<file path="src/rtl/load_store_unit.sv">
// Load/store unit that sits between the core and a word-wide data memory.
// Sub-word stores are done as read-modify-write, loads are lane-selected and
// extended, and illegal accesses are answered at once with a fault pulse.
module load_store_unit #(
  parameter logic [31:0] DM_BASE = 32'h6600_0000,
  parameter logic [31:0] DM_LAST = 32'h6600_00FC
) (
  input  logic        clk_i,
  input  logic        rstn_i,
  input  logic        req_i,
  input  logic        we_i,
  input  logic [1:0]  size_i,
  input  logic        unsigned_i,
  input  logic [31:0] addr_i,
  input  logic [31:0] wd_i,
  output logic [31:0] rd_o,
  output logic        ready_o,
  output logic        busy_o,
  output logic        fault_o,
  output logic [31:0] mem_addr_o,
  output logic [31:0] mem_wd_o,
  output logic        mem_we_o,
  input  logic [31:0] mem_rd_i
);

  typedef enum logic [1:0] {IDLE, RD, WR} state_e;

  localparam logic [1:0] SZ_BYTE = 2'b00;
  localparam logic [1:0] SZ_HALF = 2'b01;
  localparam logic [1:0] SZ_WORD = 2'b10;

  state_e      state_q;
  logic [1:0]  off_q;
  logic [1:0]  size_q;
  logic        we_q;
  logic        uns_q;
  logic [31:0] wd_q;       // store data; replaced by the merged word in RMW
  logic [31:0] rd_q;
  logic [31:0] mem_addr_q;
  logic        ready_q;
  logic        fault_q;

  logic [31:0] aligned_addr;
  logic        reject;
  logic [31:0] load_val;
  logic [31:0] merged;

  // Legality of the incoming request: size code, alignment, address window.
  always_comb begin
    // NOTE: every signal assigned here gets a value before any branch, so no latch is inferred.
    aligned_addr = {addr_i[31:2], 2'b00};
    reject       = 1'b0;
    if (size_i == 2'b11)                            reject = 1'b1;
    if (size_i == SZ_HALF && addr_i[0])             reject = 1'b1;
    if (size_i == SZ_WORD && addr_i[1:0] != 2'b00)  reject = 1'b1;
    if (aligned_addr < DM_BASE || aligned_addr > DM_LAST) reject = 1'b1;
  end

  // Lane selection with extension for loads, lane merge for sub-word stores.
  always_comb begin
    load_val = mem_rd_i;
    merged   = mem_rd_i;
    case (size_q)
      SZ_BYTE: begin
        load_val = {{24{~uns_q & mem_rd_i[{off_q, 3'b111}]}},
                    mem_rd_i[{off_q, 3'b000} +: 8]};
        merged[{off_q, 3'b000} +: 8] = wd_q[7:0];
      end
      SZ_HALF: begin
        load_val = {{16{~uns_q & mem_rd_i[{off_q[1], 4'b1111}]}},
                    mem_rd_i[{off_q[1], 4'b0000} +: 16]};
        merged[{off_q[1], 4'b0000} +: 16] = wd_q[15:0];
      end
      default: begin
        load_val = mem_rd_i;
        merged   = wd_q;
      end
    endcase
  end

  // Access sequencer: accept in IDLE, read in RD, write in WR; pulses ready/fault.
  always_ff @(posedge clk_i or negedge rstn_i) begin
    if (!rstn_i) begin
      state_q    <= IDLE;
      off_q      <= 2'b00;
      size_q     <= 2'b00;
      we_q       <= 1'b0;
      uns_q      <= 1'b0;
      wd_q       <= '0;
      rd_q       <= '0;
      mem_addr_q <= '0;
      ready_q    <= 1'b0;
      fault_q    <= 1'b0;
    end else begin
      // NOTE: non-blocking assignments so every flop samples pre-edge values.
      ready_q <= 1'b0;
      fault_q <= 1'b0;
      case (state_q)
        IDLE: begin
          if (req_i) begin
            mem_addr_q <= aligned_addr;
            off_q      <= addr_i[1:0];
            size_q     <= size_i;
            we_q       <= we_i;
            uns_q      <= unsigned_i;
            wd_q       <= wd_i;
            if (reject) begin
              ready_q <= 1'b1;
              fault_q <= 1'b1;
            end else if (we_i && size_i == SZ_WORD) begin
              state_q <= WR;
            end else begin
              state_q <= RD;
            end
          end
        end
        RD: begin
          if (we_q) begin
            wd_q    <= merged;
            state_q <= WR;
          end else begin
            rd_q    <= load_val;
            ready_q <= 1'b1;
            state_q <= IDLE;
          end
        end
        WR: begin
          ready_q <= 1'b1;
          state_q <= IDLE;
        end
        default: state_q <= IDLE;
      endcase
    end
  end

  // Memory strobes follow the state register, so reset kills a write at once.
  assign mem_we_o   = (state_q == WR);
  assign mem_wd_o   = mem_we_o ? wd_q : '0;
  assign mem_addr_o = mem_addr_q;
  assign busy_o     = (state_q != IDLE);
  assign rd_o       = rd_q;
  assign ready_o    = ready_q;
  assign fault_o    = fault_q;

endmodule

</file>
<file path="config.mk">
export PLATFORM = sky130hd
export DESIGN_NAME = load_store_unit
export DESIGN_NICKNAME = d
export VERILOG_FILES = /design/src/rtl/load_store_unit.sv
export SDC_FILE = /design/constraint.sdc
export NUM_CORES = 1
export LEC_CHECK = 0
export BUFFER_PORTS_ARGS = -buffer_cell sky130_fd_sc_hd__buf_2
export CORE_AREA = 2 2 141 115
export CTS_BUF_LIST = sky130_fd_sc_hd__clkbuf_2
export CTS_CLUSTER_SIZE = 12
export DETAILED_ROUTE_END_ITERATION = 12
export DIE_AREA = 0 0 143 117
export GPL_ROUTABILITY_DRIVEN = 0
export MAX_ROUTING_LAYER = met4
export PLACE_DENSITY = 0.74
export SLEW_MARGIN = 5
export SYNTH_ARGS = -nofsm -noshare
export SYNTH_HDL_FRONTEND = slang
export SYNTH_SLANG_ARGS = --single-unit
</file>
<file path="constraint.sdc">
create_clock -name clk_i -period 3.01 [get_ports clk_i]
set_input_delay 0.4515 -clock clk_i [delete_from_list [all_inputs] [get_ports clk_i]]
set_output_delay 0.4515 -clock clk_i [all_outputs]
set_load 0.01 [all_outputs]
</file>
==> run summary, run 1 <==
## Detailed routing
- **Detailed Routing Iterations Pass 1** 5
- **Starting DRT DRC Count** 509
- **DRC violation count after routing** 0
- **Detailed Route WL** 19700 um
- **WL/cell** 18.3 um
- **Via density** 5.25
- **Via Count** 5661
- **Detail Route Antenna Nets** 0

## Logic synthesis
- **Post-Synth Adder-Cell Area** 1.10%
- **largest family of logic cells by synthesized area** simple AND/OR/NAND/NOR gates
- **register area share after synthesis** 45.6%
- **number of instances in the synthesized netlist** 644
- **number of enable-type register cells in the synthesized netlist** 0
- **Synth Area in XOR/XNOR** 0%
- **most used standard cell by instance count after synthesis** sky130_fd_sc_hd__nand2_1
- **cell area after synthesis** 5710 sq um
- **synth cell count leaders** sky130_fd_sc_hd__nand2_1, sky130_fd_sc_hd__dfrtp_1, sky130_fd_sc_hd__nand3_1, sky130_fd_sc_hd__nor2_1, sky130_fd_sc_hd__and2_1
- **proportion of register bits with asynchronous set or reset after synthesis** 100%
- **area share of and/or/nand/nor cells after synthesis** 28.1%
- **top cell type's share of synthesized area** 45.6%
- **Cell variety after synth** 57
- **FF+latch count, synth** 104
- **Synth area leaders** sky130_fd_sc_hd__dfrtp_1, sky130_fd_sc_hd__nand2_1, sky130_fd_sc_hd__nand3_1
- **Synth Area in Compound Gates** 15.7%
- **mean instance size in the synthesized netlist** 8.87 sq um
- **number of synthesis warnings** 0
- **cell type with the largest total area after synthesis** sky130_fd_sc_hd__dfrtp_1
- **ys flop type** sky130_fd_sc_hd__dfrtp_1
- **share of cell area taken by muxes after synthesis** 4.71%

## Worst setup path
- **setup slack of the worst register-to-register path** 590 ps
- **largest stage delay on the critical path** 600 ps
- **worst path arrival time** 2030 ps
- **Max stage delay cell, worst path** sky130_fd_sc_hd__dfrtp_1
- **Worst EP required** 2560 ps
- **cell-by-cell trace of the critical path** nor2b_1 -> buf_4 -> and2_1 -> buf_2
- **Worst Path Max Fanout** 34
- **endpoint kind of the worst setup timing path** output pin
- **kind of launch point of the worst setup path** register
- **Crit Path Category** register to output pin

## Floorplan
- **Core ar.** 15400 sq um
- **die extent in y** 117 um
- **row count** 41
- **Die Width** 143 um
- **boundary pin count** 203
- **die area** 16700 sq um
- **initial core utilization** 37.0%

## Timing
- **final period demand of the worst path** 2480 ps
- **Final Skew** 37.5 ps
- **Setup TNS** 0 ps
- **count of final hold-check violations** 0
- **final worst-path cycle share** 82.4%
- **Max Clock Freq** 403 MHz
- **max-slew headroom at the worst pin** 51.5%
- **setup slack of the critical path after layout** 530 ps
- **max-slew violations** 0
- **Worst Max-Slew Pin Slew** 726 ps
- **final setup vio count** 0
- **setup repair after global routing missed its margin** no

## Placement
- **sum of net half-perimeters after detailed placement** 14400 um
- **DP Worst Slack** 742 ps
- **count of placed standard cells including taps** 1027
- **DP Area** 6880 sq um
- **count of buffers inserted at the top-level ports** 200

## Layout
- **post-layout net count** 967
- **area overhead of the layout relative to synthesis** 28.6%
- **diodes inserted** 0
- **non-filler cells in the finished layout** 1079
- **ratio of cells with drive above 1 in the final layout** 30.6%
- **Design Area, Final** 7350 sq um

## Power
- **Pwr per Cell Area** 383 nW/um^2
- **Peak supply drop** 176 uV
- **Leakage Power** 3.55 nW
- **PnR Total Power** 2.81 mW

## Clock tree
- **number of buffers inserted during clock tree synthesis** 9
- **cts-stage hold buffer count** 34
- **Worst-Skew Late Latency** 620 ps
- **buffers from clock root to sink, at most** 2
- **TritonCTS clock tree** built
- **clock slew at the register clock pins of the worst setup and hold paths** 280 ps
- **H-tree levels** 3
- **CTS root buffer** sky130_fd_sc_hd__clkbuf_2
- **post-CTS setup repair buffer count** 0
- **Clock Sinks** 104
- **cells resized by post-CTS repair** 0

## Global route
- **maximum number of pins on one net before global-route repair** 67
- **global-route wire length before repair** 29400 um
- **total routing resource utilization after global routing** 24.0%
- **antenna violations before repair** 0
- **total grt overflow** 0
- **vias in the first global route** 5219

## Worst hold path
- **worst min-delay path class** primary input to register

## Status
- **result of the run** finished clean

## Run
- **count of max-cap constraint violations** 0

-- cells by family (layout without fill, tap and decap cells) --
kind of cell	count (synthesis)	count (layout)
AOI/OAI and AO/OA	119	119
buffers and inverters	58	277
adders and majority gates	5	5
DFF	104	104
other	1	2
and+or+nand+nor	332	332
muxes	25	25
-- critical path, delay by kind of cell (launching register included) --
family	cells	cell delay [ps]
DFF	1	600
buffers and inverters	2	430
and+or+nand+nor	2	380
-- sequential cells by signal (all words and copies together), names as in the netlist --
| signal | cells |
|---|---|
| we_q | 1 |
| off_q | 2 |
| rd_o | 32 |
| size_q | 2 |
| ready_o | 1 |
| state_q | 2 |
| mem_addr_o | 30 |
| wd_q | 32 |
| uns_q | 1 |
| fault_o | 1 |
-- report_power, final --
group | internal (mW) | switching, mW | leakage, nW
clock network | 0.190 | 0.488 | 0.0677
logic | 0.243 | 0.324 | 2.32
registers | 1.48 | 0.0840 | 1.17
-- through the flow --
stage / utilization (%) / hold WS [ps]
finish: 47.6 / 76.7
global route: 47.6 / 26.9
CTS: 47.5 / 12.3
detailed placement: 44.5 / 457
global placement: 44.5 / 453
floorplan: - / 156
-- metal layers --
layer	global-route usage (%)	vias up	wire (um)
li1	-	2669	-
met1	35.1	2667	8950
met2	33.3	301	8500
met3	6.27	24	2040
met4	4.95	0	250
met5	-	-	0
-- cell usage in the layout (no fill, tap or decap), types with 2 or more instances in the layout --
cell                              n
sky130_fd_sc_hd__buf_2          199
sky130_fd_sc_hd__conb_1           2
sky130_fd_sc_hd__ha_1             5
sky130_fd_sc_hd__dlygate4sd3_1   36
sky130_fd_sc_hd__a22o_1           8
sky130_fd_sc_hd__nand3_1         43
sky130_fd_sc_hd__a21oi_1         13
sky130_fd_sc_hd__dfrtp_1        104
sky130_fd_sc_hd__a22oi_1          4
sky130_fd_sc_hd__a31oi_1         13
sky130_fd_sc_hd__nor3b_1          8
sky130_fd_sc_hd__nor2_1          36
sky130_fd_sc_hd__nor3_1          10
sky130_fd_sc_hd__a41oi_1          5
sky130_fd_sc_hd__o21ai_0         15
sky130_fd_sc_hd__and2_1          32
sky130_fd_sc_hd__a211o_1          8
sky130_fd_sc_hd__nand2b_1        15
sky130_fd_sc_hd__clkinv_2         3
sky130_fd_sc_hd__nand2_1        156
sky130_fd_sc_hd__o31ai_1          6
sky130_fd_sc_hd__o22ai_1          6
sky130_fd_sc_hd__a221oi_1        15
sky130_fd_sc_hd__or3_1            4
sky130_fd_sc_hd__a211oi_1        11
sky130_fd_sc_hd__inv_1           11
sky130_fd_sc_hd__mux2_2          15
sky130_fd_sc_hd__a31o_2           5
sky130_fd_sc_hd__nor4_1           5
sky130_fd_sc_hd__clkinvlp_4       2
sky130_fd_sc_hd__mux2i_1         10
sky130_fd_sc_hd__nor2b_1          7
sky130_fd_sc_hd__buf_4           14
sky130_fd_sc_hd__clkbuf_2        10
-- layout make-up --
type / count / area, sq um
multi-input cells: 483 / 2840
fillers: 1469 / 8090
repair buffers: 250 / 1480
inverters: 11 / 41.3
clock buffers: 10 / 50.0
flip-flops and latches: 104 / 2600
clock inverters: 6 / 60.1
well taps: 215 / 269
-- final timing paths --
kind                                     start  cells past startpoint        endpoint
worst max-delay path                state_q[0]                      4     mem_wd_o[1]
worst max register to register        off_q[0]                      7        wd_q[26]
max in group asynchronous               rstn_i                      3        rd_o[16]
worst min register to register  mem_addr_o[22]                      2  mem_addr_o[22]
worst min-delay path                 addr_i[1]                      3        off_q[1]
min in group asynchronous               rstn_i                      2        rd_o[22]
(Power assumes the default switching activity.)
==> run 2: changes to the inputs <==
Clock period 3.01 ns to 2.3 ns, I/O delays scaled along.
==> run 2 against run 1 <==
Compared with the run above: clock-buffer cell count shrank 1; final cell count increased by 7.1%; sequential share of layout area fell by 4.1 points; global-route usage increased by 1.3 points; clock skew increased by 1.1 ps; wire length up 6.0%; final area grew 13%; worst hold slack got worse by 4.0 ps; via count increased by 6.8%; non-clock buffer count up 77; first-iteration DRC count rose by 0.59%; largest cell class unchanged.
==> run summary, run 2 (synthesis gave the netlist of run 1 again) <==
## Status
- **result of the run** finished clean

## Placement
- **sum of net half-perimeters after detailed placement** 14300 um, -0.43%
- **count of buffers inserted at the top-level ports** 200, unchanged
- **count of placed standard cells including taps** 1039, +1.2%

## Power
- **Switching Share** 32.4%, +0.54 points
- **part of the power in registers** 52.7%, -3.0 points
- **share of power burned in combinational logic** 22.3%, +2.1 points
- **switching pwr** 1.26 mW, +40%
- **Peak supply drop** 223 uV, +27%
- **cell internal pwr** 2.62 mW, +37%
- **Pwr per Cell Area** 466 nW/um^2, +22%
- **Leakage Power** 3.96 nW, +12%
- **share of power burned in the clock network** 25.0%, +0.9 points

## Layout
- **post-layout net count** 1044, +8.0%
- **most common cell after layout, fill and taps aside** sky130_fd_sc_hd__buf_2
- **non-filler cells in the finished layout** 1156, +7.1%
- **diodes inserted** 0, unchanged
- **ratio of cells with drive above 1 in the final layout** 32.9%, +2.4 points
- **number of filler cells placed in the layout** 1409, -4.1%
- **area overhead of the layout relative to synthesis** 45.6%
- **final core area utilization** 53.9%, +6.3 points
- **leading cell types in the layout, fill and taps excluded** sky130_fd_sc_hd__buf_2, sky130_fd_sc_hd__nand2_1, sky130_fd_sc_hd__dfrtp_1

## Floorplan
- **die extent in y** 117 um, unchanged
- **initial core utilization** 37.0%, unchanged
- **boundary pin count** 203, unchanged
- **row count** 41, unchanged
- **Core ar.** 15400 sq um, unchanged
- **Die Width** 143 um, unchanged
- **die area** 16700 sq um, unchanged

## Timing
- **final setup vio count** 0, unchanged
- **final worst-path cycle share** 98.3%
- **Final Skew** 38.6 ps, +1.14 ps
- **Hold Worst Slack** 72.6 ps, -4.02 ps
- **final period demand of the worst path** 2260 ps
- **count of final hold-check violations** 0, unchanged
- **max-slew violations** 0, unchanged
- **setup repair after global routing missed its margin** yes
- **Max Clock Freq** 442 MHz
- **Setup TNS** 0 ps, unchanged
- **max-slew headroom at the worst pin** 55.3%, +3.9 points
- **Worst Max-Slew Pin Slew** 670 ps, -56.3 ps

## Worst setup path
- **kind of launch point of the worst setup path** register
- **Crit Path Category** register to output pin
- **setup slack of the worst register-to-register path** 160 ps, -430 ps
- **endpoint kind of the worst setup timing path** output pin
- **Worst Path Max Fanout** 8, -76%
- **Worst Reg2Reg Path Length in Cells** 7, unchanged
- **Worst EP required** 1960 ps, -600 ps
- **Crit Reg-Reg Startpoint** off_q[1]
- **worst path arrival time** 1920 ps, -110 ps
- **endpoint of the lowest-slack register-to-register path** wd_q[30]
- **startpoint of the worst setup timing path** state_q[1]

## Run
- **count of max-cap constraint violations** 0, unchanged

## Global route
- **total routing resource utilization after global routing** 25.3%, +1.3 points
- **total grt overflow** 0, unchanged
- **vias in the first global route** 5602, +7.3%
- **global-route wire length before repair** 31100 um, +5.9%
- **antenna violations before repair** 0, unchanged
- **maximum number of pins on one net before global-route repair** 41, -39%

## Clock tree
- **H-tree levels** 3, unchanged
- **number of buffers inserted during clock tree synthesis** 9, unchanged
- **CTS root buffer** sky130_fd_sc_hd__clkbuf_2
- **Worst-Skew Late Latency** 650 ps, +30 ps
- **buffers from clock root to sink, at most** 2, unchanged
- **clock slew at the register clock pins of the worst setup and hold paths** 310 ps, +30 ps
- **Clock Sinks** 104, unchanged
- **TritonCTS clock tree** built

## Worst hold path
- **Worst Hold End** wd_q[3]
- **worst min-delay path class** primary input to register
- **worst hold path depth** 3, unchanged
- **min-delay src** wd_i[3]

## Detailed routing
- **DRC violation count after routing** 0, unchanged
- **Starting DRT DRC Count** 512, +0.59%
- **WL/cell** 18.1 um, -1.1%
- **Detail Route Antenna Nets** 0, unchanged
- **Detailed Route WL** 20900 um, +6.0%
- **Via density** 5.23, -0.28%
- **Detailed Routing Iterations Pass 1** 6, +1
- **Via Count** 6048, +6.8%

[run 2: cell types whose count changed in the layout (fill, tap and decap cells not counted), sizes merged]
cell	before	now
dlygate4sd3	36	90
buf	214	236
inv	11	14
clkinvlp	2	0
[run 2: timing repair]
item / in CTS / in global routing
pin swaps: 0 / 3
hold buffers: 90 / 0
setup endpoints to repair: 33 / 30
resized for setup: 30 / 20
gates cloned: 3 / 1
hold endpoints to repair: 127 / 0
setup buffers: 10 / 0
[run 2: power groups by stage]
stage | sequential, mW | combinational [mW] | clock (mW)
floorplan | 2.06 | 0.372 | 0
global placement | 2.06 | 0.721 | 0
detailed placement | 2.07 | 0.726 | 0
CTS | 2.04 | 0.850 | 1.02
global route | 2.06 | 0.941 | 1.08
finish | 2.04 | 0.865 | 0.970
[run 2: metrics by stage]
| step | setup slack (ps) | cell area (sq um) | total power, mW |
|---|---|---|---|
| global route | -84.8 | 8320 | 4.08 |
| CTS | -19.9 | 8260 | 3.90 |
| global placement | 273 | 6990 | 2.78 |
| floorplan | 361 | 5720 | 2.43 |
| finish | 39.5 | 8320 | 3.88 |
| detailed placement | 152 | 6990 | 2.79 |
[run 2: layout make-up]
cell class,count,area (sq um),area share [%]
Multi-Input combinational cell,483,2900,34.9
Sequential cell,104,2610,31.3
Timing Repair Buffer,327,2370,28.5
Tap cell,215,269,3.23
Clock inverter,7,87.6,1.05
Clock buffer,9,45.0,0.542
Inverter,11,41.3,0.496
[run 2: critical path: stages (launching register included)]
cell and delay, ps:
sky130_fd_sc_hd__dfrtp_2 490, sky130_fd_sc_hd__nor2b_4 150, sky130_fd_sc_hd__buf_12 130, sky130_fd_sc_hd__buf_8 120, sky130_fd_sc_hd__buf_6 120, sky130_fd_sc_hd__and2_1 140
sky130_fd_sc_hd__buf_2 130
[run 2: per-layer routing]
metal / up-vias / track usage (%) / wire (um)
met5: - / - / 0
met4: 0 / 5.94 / 386
met3: 38 / 6.22 / 1870
met2: 324 / 37.4 / 9210
met1: 2863 / 35.1 / 9450
li1: 2823 / - / -
[run 2: how the worst max path moves through the flow]
stage	slack, ps	cells past startpoint	end
after detailed placement	150	6	wd_q[20]
after CTS	-20	6	mem_wd_o[15]
after global placement	270	6	wd_q[20]
after global routing	-80	6	mem_wd_o[23]
final	40	6	mem_wd_o[2]
after floorplan	360	8	wd_q[24]
==> run 3: changes to the inputs <==
Settings changed: CELL_PAD_IN_SITES_DETAIL_PLACEMENT from default to 1, CELL_PAD_IN_SITES_GLOBAL_PLACEMENT from default to 2, CORE_AREA 2 2 141 115 to 2 2 172 141, DIE_AREA 0 0 143 117 to 0 0 174 143, MAX_ROUTING_LAYER met4 to default, PLACE_DENSITY 0.74 to 0.82.
==> run 3 against run 2 <==
Compared with the run above: sequential share of layout area unchanged; global-route usage down 5.8 points; critical path depth down 1; final area unchanged; critical endpoint is now mem_wd_o[6].
==> run summary, run 3 (synthesis gave the netlist of run 1 again) <==
## Worst setup path
- **largest stage delay on the critical path** 470 ps, -20 ps
- **Crit Path Category** register to output pin
- **Worst EP required** 1960 ps, about the same
- **worst path arrival time** 1860 ps, -60 ps
- **cell-by-cell trace of the critical path** buf_6 -> nor2b_4 -> buf_6 -> and2_1 -> buf_2
- **setup slack of the worst register-to-register path** 120 ps, -40 ps
- **endpoint of the lowest-slack register-to-register path** wd_q[24]
- **Max stage delay cell, worst path** sky130_fd_sc_hd__dfrtp_1
- **Worst Reg2Reg Path Length in Cells** 7, unchanged
- **kind of launch point of the worst setup path** register
- **most numerous cell on the critical path** sky130_fd_sc_hd__buf_6
- **Worst Path Max Fanout** 12, +4
- **endpoint kind of the worst setup timing path** output pin
- **Crit Reg-Reg Startpoint** off_q[1]

## Layout
- **ratio of cells with drive above 1 in the final layout** 33.0%, +0.066 points
- **Multi-input gate area** 2920 sq um, +0.52%
- **sequential standard cell area** 2610 sq um, unchanged
- **area overhead of the layout relative to synthesis** 45.6%, unchanged
- **most common cell after layout, fill and taps aside** sky130_fd_sc_hd__buf_2
- **leading cell types in the layout, fill and taps excluded** sky130_fd_sc_hd__buf_2, sky130_fd_sc_hd__nand2_1, sky130_fd_sc_hd__dfrtp_1
- **post-layout net count** 1030, -1.3%
- **diodes inserted** 0, unchanged
- **final core area utilization** 36.1%, -18 points
- **number of filler cells placed in the layout** 2788, +98%

## Placement
- **count of buffers inserted at the top-level ports** 200, unchanged
- **sum of net half-perimeters after detailed placement** 17600 um, +23%
- **DP Worst Slack** 96.3 ps, -55.9 ps

## Status
- **result of the run** finished clean

## Floorplan
- **Core ar.** 23000 sq um, +49%
- **row count** 50, +22%
- **initial core utilization** 24.8%, -12 points
- **boundary pin count** 203, unchanged
- **Die Width** 174 um, +22%
- **die area** 24900 sq um, +49%
- **die extent in y** 143 um, +22%

## Clock tree
- **buffers from clock root to sink, at most** 2, unchanged
- **clock slew at the register clock pins of the worst setup and hold paths** 320 ps, about the same
- **number of buffers inserted during clock tree synthesis** 9, unchanged
- **Worst-Skew Late Latency** 630 ps, -20 ps
- **H-tree levels** 3, unchanged
- **TritonCTS clock tree** built
- **CTS root buffer** sky130_fd_sc_hd__clkbuf_2
- **Clock Sinks** 104, unchanged

## Timing
- **final setup vio count** 0, unchanged
- **Max Clock Freq** 454 MHz, +2.6%
- **final worst-path cycle share** 95.8%, -2.5 points
- **final period demand of the worst path** 2200 ps, -56.7 ps
- **setup slack of the critical path after layout** 96.2 ps, +56.7 ps
- **max-slew headroom at the worst pin** 55.7%, +0.36 points
- **Worst Max-Slew Pin Slew** 658 ps, -11.4 ps
- **Final Skew** 56.0 ps, +17.3 ps
- **max-slew violations** 0, unchanged
- **setup repair after global routing missed its margin** yes
- **count of final hold-check violations** 0, unchanged

## Detailed routing
- **Via density** 4.78, -8.6%
- **DRC violation count after routing** 0, unchanged
- **Detailed Routing Iterations Pass 1** 4, -2
- **Detailed Route WL** 24400 um, +17%
- **Detail Route Antenna Nets** 0, unchanged
- **WL/cell** 19.7 um, +8.9%
- **Via Count** 5928, -2.0%
- **Starting DRT DRC Count** 346, -32%

## Run
- **count of max-cap constraint violations** 0, unchanged

## Global route
- **total routing resource utilization after global routing** 19.4%, -5.8 points
- **global-route wire length before repair** 37000 um, +19%
- **maximum number of pins on one net before global-route repair** 50, +22%
- **antenna violations before repair** 0, unchanged
- **total grt overflow** 0, unchanged
- **vias in the first global route** 6176, +10%

## Power
- **Peak supply drop** 232 uV, +4.2%
- **Pwr per Cell Area** 466 nW/um^2, about the same
- **Leakage Power** 3.88 nW, -2.2%

## Worst hold path
- **worst min-delay path class** primary input to register
- **min-delay src** wd_i[12]
- **Worst Hold End** wd_q[12]
- **worst hold path depth** 3, unchanged

==> run 3: power breakdown <==
part,switching [mW],internal [mW]
logic,0.477,0.388
registers,0.116,1.94
clock network,0.679,0.271
total,1.27,2.60
==> run 3: layer usage <==
metal / track usage, % / wire length, um
met1: 28.8 / 12500
met4: 3.85 / 208
met3: 3.46 / 1040
met5: 0 / 0
met2: 29.6 / 10600
==> run 3: final cells by class <==
type	instances	area share, %
Tap cell	312	4.69
Multi-Input combinational cell	483	35.0
Sequential cell	104	31.3
Inverter	11	0.496
Clock buffer	11	0.662
Timing Repair Buffer	313	27.0
Clock inverter	5	0.782
==> run 3: what timing repair did <==
action,4_1_cts,5_1_grt
pin swaps,0,5
cloned,2,0
gates resized for setup,8,51
hold buffers,80,2
endpoints found under the hold margin,116,2
buffers inserted,2,2
endpoints found under the setup margin,31,53
==> run 3: how the worst max path moves through the flow <==
stage	slack [ps]	startpoint	end	depth (start not counted)
CTS	10	state_q[1]	mem_wd_o[5]	4
global route	-50	state_q[0]	mem_wd_o[2]	5
global placement	130	size_q[0]	wd_q[4]	4
finish	100	state_q[0]	mem_wd_o[6]	5
floorplan	360	off_q[1]	wd_q[24]	8
detailed placement	100	off_q[1]	wd_q[16]	6
==> run 3: through the flow <==
step	hold slack [ps]	setup TNS [ps]	area, sq um	power, mW	cells
floorplan	49.4	0	5720	2.43	645
global placement	379	0	7110	2.82	1135
detailed placement	383	0	7110	2.83	1135
CTS	4.53	0	8080	3.92	1235
global route	1.02	-731	8320	4.09	1239
finish	55.4	0	8320	3.88	1239
==> run 3: critical path, delay by kind of cell, from the launching register on <==
kind / cells / cell delay, ps
buf+inv: 3 / 430
flops: 1 / 470
simple gates: 2 / 350
